==> config.mk <==
export PLATFORM = sky130hd
export DESIGN_NAME = carfield_padmux
export DESIGN_NICKNAME = d
export VERILOG_FILES = /design/src/rtl/carfield_padmux.sv
export SDC_FILE = /design/constraint.sdc
export NUM_CORES = 2
export LEC_CHECK = 0
export CORE_ASPECT_RATIO = 1.4
export CORE_UTILIZATION = 50
export CTS_CLUSTER_DIAMETER = 100
export DETAILED_ROUTE_END_ITERATION = 8
export GPL_TIMING_DRIVEN = 0
export PLACE_DENSITY = 0.8
export SETUP_SLACK_MARGIN = 0.02
export SLEW_MARGIN = 20
export SYNTH_ARGS = -nofsm -noshare
export SYNTH_HDL_FRONTEND = slang
export SYNTH_HIERARCHICAL = 1
export SYNTH_SLANG_ARGS = --single-unit
==> constraint.sdc <==
create_clock -name clk_i -period 6.8 [get_ports clk_i]
set_clock_uncertainty 0.05 [all_clocks]
set_input_delay 1.36 -clock clk_i [delete_from_list [all_inputs] [get_ports clk_i]]
set_output_delay 1.36 -clock clk_i [all_outputs]
set_load 0.01 [all_outputs]
==> src/rtl/carfield_padmux.sv <==
// Register-programmed pad multiplexer: per-pad function select, OE inversion,
// sticky lock and a Hi-Z guard window whenever a pad changes function.

module carfield_padmux_pad #(
  parameter int unsigned NumFuncs    = 4,
  parameter int unsigned GuardCycles = 4
) (
  input  logic                clk_i,
  input  logic                rst_ni,
  input  logic                we_i,
  input  logic [3:0]          wsel_i,
  input  logic                winv_i,
  input  logic                wlock_i,
  input  logic [NumFuncs-1:0] func_o_i,
  input  logic [NumFuncs-1:0] func_oe_i,
  output logic [NumFuncs-1:0] func_i_o,
  output logic                pad_o_o,
  output logic                pad_oe_o,
  input  logic                pad_i_i,
  output logic                busy_o,
  output logic                lock_o,
  output logic [31:0]         cfg_o
);

  typedef enum logic {ACTIVE, GUARD} state_e;

  localparam int unsigned CntW = (GuardCycles > 1) ? $clog2(GuardCycles) : 1;
  localparam logic [CntW-1:0] CntLoad = CntW'(GuardCycles - 1);

  state_e          state_q, state_d;
  logic [3:0]      cur_q, cur_d, pend_q, pend_d;
  logic [CntW-1:0] cnt_q, cnt_d;
  logic            inv_q, inv_d, lock_q, lock_d;

  always_ff @(posedge clk_i) begin
    if (!rst_ni) begin
      state_q <= ACTIVE;
      cur_q   <= '0;
      pend_q  <= '0;
      cnt_q   <= '0;
      inv_q   <= 1'b0;
      lock_q  <= 1'b0;
    end else begin
      state_q <= state_d;
      cur_q   <= cur_d;
      pend_q  <= pend_d;
      cnt_q   <= cnt_d;
      inv_q   <= inv_d;
      lock_q  <= lock_d;
    end
  end

  always_comb begin
    state_d = state_q;
    cur_d   = cur_q;
    pend_d  = pend_q;
    cnt_d   = cnt_q;
    inv_d   = inv_q;
    lock_d  = lock_q;
    if (we_i) begin
      inv_d  = winv_i;
      lock_d = lock_q | wlock_i;
    end
    unique case (state_q)
      ACTIVE: begin
        if (we_i && wsel_i != cur_q) begin
          state_d = GUARD;
          pend_d  = wsel_i;
          cnt_d   = CntLoad;
        end
      end
      GUARD: begin
        // A new target restarts the window; re-writing the pending target does not.
        if (we_i && wsel_i != pend_q) begin
          pend_d = wsel_i;
          cnt_d  = CntLoad;
        end else if (cnt_q == '0) begin
          state_d = ACTIVE;
          cur_d   = pend_q;
        end else begin
          cnt_d = cnt_q - CntW'(1);
        end
      end
      default: state_d = ACTIVE;
    endcase
  end

  always_comb begin
    pad_o_o  = 1'b0;
    pad_oe_o = 1'b0;
    func_i_o = '0;
    if (state_q == ACTIVE) begin
      for (int f = 0; f < int'(NumFuncs); f++) begin
        if (cur_q == 4'(f)) begin
          pad_o_o     = func_o_i[f];
          pad_oe_o    = func_oe_i[f] ^ inv_q;
          func_i_o[f] = pad_i_i;
        end
      end
    end
  end

  assign busy_o = (state_q == GUARD);
  assign lock_o = lock_q;
  assign cfg_o  = {22'd0, lock_q, inv_q, 4'd0, (state_q == GUARD) ? pend_q : cur_q};

endmodule

module carfield_padmux #(
  parameter int unsigned NumPads      = 32,
  parameter int unsigned NumFuncs     = 4,
  parameter int unsigned GuardCycles  = 4,
  parameter int unsigned RegAddrWidth = 12
) (
  input  logic                               clk_i,
  input  logic                               rst_ni,
  input  logic                               reg_valid_i,
  input  logic                               reg_write_i,
  input  logic [RegAddrWidth-1:0]            reg_addr_i,
  input  logic [31:0]                        reg_wdata_i,
  output logic                               reg_ready_o,
  output logic [31:0]                        reg_rdata_o,
  output logic                               reg_error_o,
  input  logic [NumFuncs-1:0][NumPads-1:0]   func_o_i,
  input  logic [NumFuncs-1:0][NumPads-1:0]   func_oe_i,
  output logic [NumFuncs-1:0][NumPads-1:0]   func_i_o,
  output logic [NumPads-1:0]                 pad_o_o,
  output logic [NumPads-1:0]                 pad_oe_o,
  input  logic [NumPads-1:0]                 pad_i_i,
  output logic [NumPads-1:0]                 busy_o
);

  localparam int unsigned WordW = RegAddrWidth - 2;

  logic [WordW-1:0]              word;
  logic                          aligned, is_stat, is_pad, hit_locked, sel_bad;
  logic                          err, wr_ok;
  logic [NumPads-1:0]            pad_hit, lock_vec;
  logic [NumPads-1:0][31:0]      cfg;
  logic [31:0]                   rd_cfg;
  logic [NumPads-1:0][NumFuncs-1:0] col_o, col_oe, col_i;
  logic                          unused_wdata;

  assign word       = reg_addr_i[RegAddrWidth-1:2];
  assign aligned    = (reg_addr_i[1:0] == 2'b00);
  assign is_stat    = aligned && (word == WordW'(NumPads));
  assign is_pad     = |pad_hit;
  assign hit_locked = |(pad_hit & lock_vec);
  assign sel_bad    = {1'b0, reg_wdata_i[3:0]} >= 5'(NumFuncs);

  // Any rejected write leaves every pad untouched, lock and inv included.
  assign err = reg_valid_i && ((!is_pad && !is_stat) ||
               (reg_write_i && (is_stat || hit_locked || sel_bad)));
  assign wr_ok = reg_valid_i && reg_write_i && !err;

  assign unused_wdata = ^{reg_wdata_i[31:10], reg_wdata_i[7:4]};

  for (genvar p = 0; p < NumPads; p++) begin : g_pad
    assign pad_hit[p] = aligned && (word == WordW'(p));

    for (genvar f = 0; f < NumFuncs; f++) begin : g_fn
      assign col_o[p][f]    = func_o_i[f][p];
      assign col_oe[p][f]   = func_oe_i[f][p];
      assign func_i_o[f][p] = col_i[p][f];
    end

    carfield_padmux_pad #(
      .NumFuncs    (NumFuncs),
      .GuardCycles (GuardCycles)
    ) u_pad (
      .clk_i     (clk_i),
      .rst_ni    (rst_ni),
      .we_i      (wr_ok && pad_hit[p]),
      .wsel_i    (reg_wdata_i[3:0]),
      .winv_i    (reg_wdata_i[8]),
      .wlock_i   (reg_wdata_i[9]),
      .func_o_i  (col_o[p]),
      .func_oe_i (col_oe[p]),
      .func_i_o  (col_i[p]),
      .pad_o_o   (pad_o_o[p]),
      .pad_oe_o  (pad_oe_o[p]),
      .pad_i_i   (pad_i_i[p]),
      .busy_o    (busy_o[p]),
      .lock_o    (lock_vec[p]),
      .cfg_o     (cfg[p])
    );
  end

  always_comb begin
    rd_cfg = '0;
    for (int p = 0; p < int'(NumPads); p++) begin
      if (pad_hit[p]) rd_cfg = cfg[p];
    end
  end

  assign reg_ready_o = reg_valid_i;
  assign reg_error_o = err;
  assign reg_rdata_o = (reg_valid_i && !reg_write_i) ? (is_stat ? 32'(busy_o) : rd_cfg) : '0;

endmodule

## Word level (Yosys, flattened, before mapping)

Cells that the tools add are included.

- Register bits: 416
- Latch bits: 0
- ROM bits: 0
- Memories: 0
- Input port bits: 336
- Bits in writable memories: 0
- Output and inout bits: 258

- Multipliers: 0
- Div/mod/pow operators: 0
- Reduce and logical (&&, ||, !) cells: 306
- Shift-type cells: 0
- Bitwise operators: 225
- Eq/ne operators: 288
- Add/subtract/negate cells: 32
- $lt $le $gt $ge: 1
- Multiplexer cells: 898

Operators with widths:

| operator | count |
|---|---|
| $mux W32 | 33 |
| $mux W1 | 544 |
| $mux W4 | 128 |
| $eq A4 B2 Y1 const B | 64 |
| $ne A4 B4 Y1 | 64 |
| $pmux W4 S2 | 32 |
| $mux W2 | 96 |
| $eq A10 B5 Y1 const B | 16 |
| $logic_and A1 B1 Y1 | 135 |
| $eq A4 B1 Y1 const B | 32 |
| $logic_not A4 Y1 | 32 |
| $pmux W2 S2 | 32 |
| $reduce_and A2 Y1 | 64 |
| $xor A1 B1 Y1 | 128 |
| $ne A3 B3 Y1 const B | 32 |
| $reduce_and A3 Y1 | 32 |
| $eq A10 B4 Y1 const B | 8 |
| $logic_not A2 Y1 | 33 |
| $ne A2 B1 Y1 const B | 32 |
| $ne A2 B2 Y1 const B | 32 |
| $not A1 Y1 | 64 |
| $pmux W1 S2 | 32 |
| $reduce_or A32 Y1 | 2 |
| $sub A2 B1 Y2 const B | 32 |
| 11 further kinds | 51 |

## Depth between registers and ports, before layout

- Depth after elaboration: 36
- Gate-level depth with buffers: 17

## By module

The synthesis kept the hierarchy.

Modules (own cells, without submodules):

| module | times used | seq. area each (um^2) | area an instance (um^2) | cells each |
|---|---|---|---|---|
| carfield_padmux_pad | 32 | 260.2 | 1054.8 | 118 |
| carfield_padmux | 1 | 0.0 | 10049.6 | 1613 |

## Least setup slack after synthesis

OpenSTA, ideal clock, no wires.

- Path type: input port to output port
- From: in reg_addr_i[1]
- To: out reg_rdata_o[24]
- Stages on the path: 9
- Required time: 5.390 ns
- Arrival time: 3.775 ns
- Path slack: 1.615 ns
- Cell sequence: or4_4 > buf_6 > buf_8 > nor4_2 > o21ai_0 > a21oi_1 > a221oi_1 > o311a_1 > a2111oi_0

- Word-level cells in the longest chain between the ends: 34

Ends and longest elaborated chain:

| what | RTL line | source |
|---|---|---|
| start: declaration | 119 | `input logic [RegAddrWidth-1:0] reg_addr_i,` |
| $logic_not A2 Y1 (*) | 145 | `assign aligned = (reg_addr_i[1:0] == 2'b00);` |
| $logic_and A1 B1 Y1 | 159 | `assign pad_hit[p] = aligned && (word == WordW'(p));` |
| $mux W32 (30 in series) | 192 | `if (pad_hit[p]) rd_cfg = cfg[p];` |
| $mux W32 (*) (2 in series) | 198 | `assign reg_rdata_o = (reg_valid_i && !reg_write_i) ? (is_stat ? 32'(busy_o) : rd_cfg) : '0;` |
| end: declaration | 122 | `output logic [31:0] reg_rdata_o,` |

Every way passes the cells marked *; elsewhere a longest branch is shown, timed or not.

## Final worst setup path

- From: in reg_addr_i[5]
- To: out reg_rdata_o[8]

- Word-level cells in the longest chain between the ends: 36

Ends and longest elaborated chain:

| what | RTL line |
|---|---|
| $logic_not A10 Y1 | 159 |
| $logic_and A1 B1 Y1 | 159 |
| $mux W10 | 192 |
| $mux W32 (31 in series) | 192 |
| $mux W32 (*) (2 in series) | 198 |

Marked as above.

==> results <==
- For this configuration, the core starts out at a cell density of 50.5%.
- The maximum VDD drop is 186 uV.
- After global routing the overflow that remains totals 0.
- The number of antenna violations at the first check in global routing was 12.
- The clock tree buffer depth is 3.
- The antenna violation net count after detailed routing is 0.
- The maximum number of pins on one net before global-route repair is 56.
- The run finished, with violations left.
- The worst hold path begins at g_pad[20].u_pad/cnt_q[1].
- The transition time of the tightest slew-check pin is 0.971 ns.
- The placed instance count is 7931.
- The type of element launching the critical path is an input pin.
- Sorting the synthesized cells by area gives the leading types as sky130_fd_sc_hd__dfxtp_1 19%, sky130_fd_sc_hd__buf_4 17%, sky130_fd_sc_hd__mux2i_1 7.6%, sky130_fd_sc_hd__nand2_1 5.4%, sky130_fd_sc_hd__xnor2_1 4.5%.
- The arrival time of the worst setup path is 5.54 ns.
- The setup slack of the critical path after layout is -0.152 ns.
- Buffers placed on the I/O ports in this run total 566.
- The via count of the first global-routing pass came to 41723.
- STA classifies the critical path endpoint as an output pin.
- Compared with the post-synthesis result, the final layout area differs by 31.5%.
- The share of synthesized area occupied by flip-flops and latches is 19.0%.
- The aggregate global-route resource usage is 38.4%.
- Max-cap violations in this run came to 0.
- After clock tree synthesis, the clock-pin slew on the worst setup and hold paths is 0.06 ns.
- Measured against its own limit, the worst slew margin works out to 35.3%.
- Summing the areas of all compound-gate instances in the mapped netlist gives 17.8% of the synthesized area.
- The initialized floorplan defines 128 standard-cell rows.
- The flip-flop and latch count after synthesis is 416.
- The fraction of synthesis flops using an asynchronous set or reset pin is 0%.
- The first global-routing pass estimated 257000 um of wire.
- The delay contributed by the slowest stage of the critical path is 0.71 ns.
- The signal on the critical path passes through clkdlybuf4s50_1 > or4b_2 > clkbuf_1 > nor2_2 > clkbuf_2 > a221oi_1 > o221ai_2 > a21oi_4 > o21ai_0 > o2bb2ai_1 > clkdlybuf4s50_1.
- The worst setup timing slack at the placement stage is -1.82 ns.
- The detailed placer's ending HPWL is 134000 um.
- The cell type of the slowest stage on the worst timing path is sky130_fd_sc_hd__or4b_2.
- The total via count after detailed routing is 44150.
- The number of optimization iterations in the first detailed-route pass is 6.
- Among all flip-flop cells after synthesis, the most frequent one is sky130_fd_sc_hd__dfxtp_1.
- The number of design-rule violations left by the first detailed-router iteration is 3902.
- The netlist uses 90 different library cells.
- The final number of hold-violating endpoints is 0.
- The die covers 0.0888 mm^2.
- In this run the power density over the cells is 114 mW/mm^2.
- After synthesis the cells add up to 0.0438 mm^2.
- After technology mapping, the gate count stands at 5389.
- Counting the fill cells in the layout gives 7403.
- Along the worst path, the maximum fanout reaches 10.
- In this run the mean area of a mapped cell was 8.13 um^2.
- The post-route netlist has 27.3% of its cells at a drive strength greater than 1.
- The data required time at the worst endpoint is 5.39 ns.
- The portion of synthesized area spent on multiplexers is 15.2%.
- Counting I/O delays and the setup requirement, the final critical path takes 6.95 ns.
- The final critical-path share of the clock period is 102%.
- The most prevalent standard cell on the critical path is sky130_fd_sc_hd__clkdlybuf4s50_1.
- Counting flops with a built-in enable in the synthesized netlist gives 0.
- Setup violations remaining at the end of the flow were counted as 19.
- By area, the combinational part of the netlist is dominated by buffers and inverters.
- At the later pin of the worst-skew pair, clock insertion delay measures 0.63 ns.
- The final routed wirelength across all metal layers is 177000 um.
- The Yosys step of the flow raised 6 warnings.
- The H-tree was split into 2 levels.
- The TritonCTS buffer count is 45.
- The startpoint-to-endpoint class of the critical path is input pin to output pin.
- Summing the areas of all xor and xnor instances in the mapped netlist gives 7.50% of the synthesized area.
- The CTS tree is built.
- The achievable frequency is 0.144 GHz.
- After floorplanning, the core was sized to cover 0.0868 mm^2.
- The layout net count is 7221.
- The basic-gate share of the synthesized area counting and, or, nand and nor cells is 17.2%.
- Setup repair after global routing could not meet its margin everywhere.
- The launching element of the worst setup path is reg_addr_i[5].
- The I/O pin count is 594.
- The buffer cell driving the clock tree root is sky130_fd_sc_hd__clkbuf_16.
- The share of the core filled with cells in the final layout is 66.4%.
- The number of standard cells in the final layout excluding fillers is 8063.
- The hold buffer count at CTS is 0.
- The number of DRC violations after detailed routing is 0.
- The die is 352 um tall.
- The placer congestion estimate is 1.04.
- In this run the horizontal extent of the chip is 252 um.
- The biggest area contributor in the post-synthesis netlist is sky130_fd_sc_hd__dfxtp_1.
- The classification of the worst-slack hold path is flop to flop.
- Summed over all cells, the static leakage comes to 24.0 nW.
- After detailed routing, the average wire length per cell comes to 21.9 um.
- The clock drives 416 sinks.
- The worst register-to-register path begins at g_pad[13].u_pad/lock_o.
- The synthesized netlist devotes 0.914% of its cell area to adder and majority cells.
- The max-slew violation count is 0.
- The post-detailed-route via-to-cell ratio is 5.48.
- The proportion of netlist area held by the largest area contributor is 19.0%.
- The final reports fail on negative setup slack.
==> synthesized netlist by cell type, drive strengths merged, types with 49 or more instances <==
library cell and n:
a31oi 49, and2 103, mux2i 333, mux2 111, xnor2 288, nor2b 143, dfxtp 416, o221ai 79
inv 100, nand2 630, a21oi 243, o22ai 85, clkbuf 107, mux4 86, nand4 86, a221oi 82
nand3 83, a211oi 97, nor3 143, buf 1180, o21ai 195, nor2 260
==> layout make-up <==
cell class	count	area, um^2	area share [%]
multi-input combinational	4386	29900	51.9
buffer	1282	9680	16.8
sequential	416	8330	14.5
timing repair buffer	622	6240	10.8
tap	1170	1460	2.54
clock buffer	57	1240	2.16
inverter	100	378	0.656
clock inverter	23	358	0.621
antenna	7	17.5	0.0304
==> through the flow <==
step | TNS (ns) | power [mW] | area (um^2) | hold slack [ns]
final | -0.970 | 6.55 | 57600 | 0.433
after global routing | -0.162 | 6.76 | 57600 | 0.460
after CTS | -0.0103 | 6.50 | 57100 | 0.437
after detailed placement | -43.72 | 3.78 | 54100 | 0.428
after global placement | -741.10 | 3.81 | 53900 | 0.419
after floorplan | 0 | 3.31 | 46800 | 0.406
==> layout by cell type, fill, tap and decap left out, drive strengths merged, types with 49 or more instances in the layout <==
| cell | netlist | final |
|---|---|---|
| inv | 100 | 103 |
| conb | 32 | 832 |
| a21oi | 243 | 243 |
| buf | 1180 | 1252 |
| mux2 | 111 | 111 |
| nand4 | 86 | 86 |
| mux4 | 86 | 86 |
| clkdlybuf4s50 | 0 | 552 |
| nor3 | 143 | 143 |
| nand2 | 630 | 630 |
| o22ai | 85 | 85 |
| nand3 | 83 | 83 |
| and2 | 103 | 103 |
| o221ai | 79 | 79 |
| nor2 | 260 | 260 |
| xnor2 | 288 | 288 |
| a211oi | 97 | 97 |
| nor2b | 143 | 143 |
| a31oi | 49 | 49 |
| dfxtp | 416 | 416 |
| o21ai | 195 | 195 |
| clkbuf | 107 | 149 |
| a221oi | 82 | 82 |
| mux2i | 333 | 333 |
==> worst max-delay path: cells and delay by family <==
| kind | cells | cell delay [ns] |
|---|---|---|
| buffers and inverters | 4 | 1.88 |
| AO/OA/AOI/OAI | 5 | 1.15 |
| AND/OR/NAND/NOR | 2 | 1.13 |
==> power breakdown <==
part / leakage, nW / switching [mW] / internal, mW
sequential: 3.35 / 0.000000495 / 2.44
combinational: 19.9 / 0.634 / 0.763
clock: 0.784 / 1.11 / 1.61
==> what timing repair did <==
action | CTS | global route
setup endpoints to repair | 33 | 32
gates cloned | 0 | 0
pin swaps | 35 | 25
gates resized for setup | 355 | 106
setup buffers | 33 | 16
==> worst paths after layout <==
check	cells past startpoint	slack, ns	end
worst min-delay path	2	0.43	g_pad[20].u_pad/cnt_q[1]
worst max register to register	14	2.90	g_pad[0].u_pad/pend_q[1]
worst max-delay path	11	-0.15	reg_rdata_o[8]
worst min register to register	2	0.43	g_pad[20].u_pad/cnt_q[1]
==> metal layers <==
layer	track usage, %	routed length, um
met3	8.16	16100
met1	43.2	64200
met4	30.7	16000
met5	0	55
met2	62.5	80600
==> state kept, by name (all words and copies together) (netlist names) <==
signal              count
g_pad.u_pad/busy_o     32
g_pad.u_pad/lock_o     32
g_pad.u_pad/cnt_q      64
g_pad.u_pad/cur_q     128
g_pad.u_pad/pend_q    128
g_pad.u_pad/inv_q      32
==> kinds of logic after synthesis <==
group	after synthesis
AND/OR/NAND/NOR	1541
buffers and inverters	1387
AO/OA/AOI/OAI	1131
multiplexers	530
flip-flops	416
XOR/XNOR	320
adder cells (fa/ha/maj)	32
other	32
Note: power is estimated with default switching activity, not from simulation.
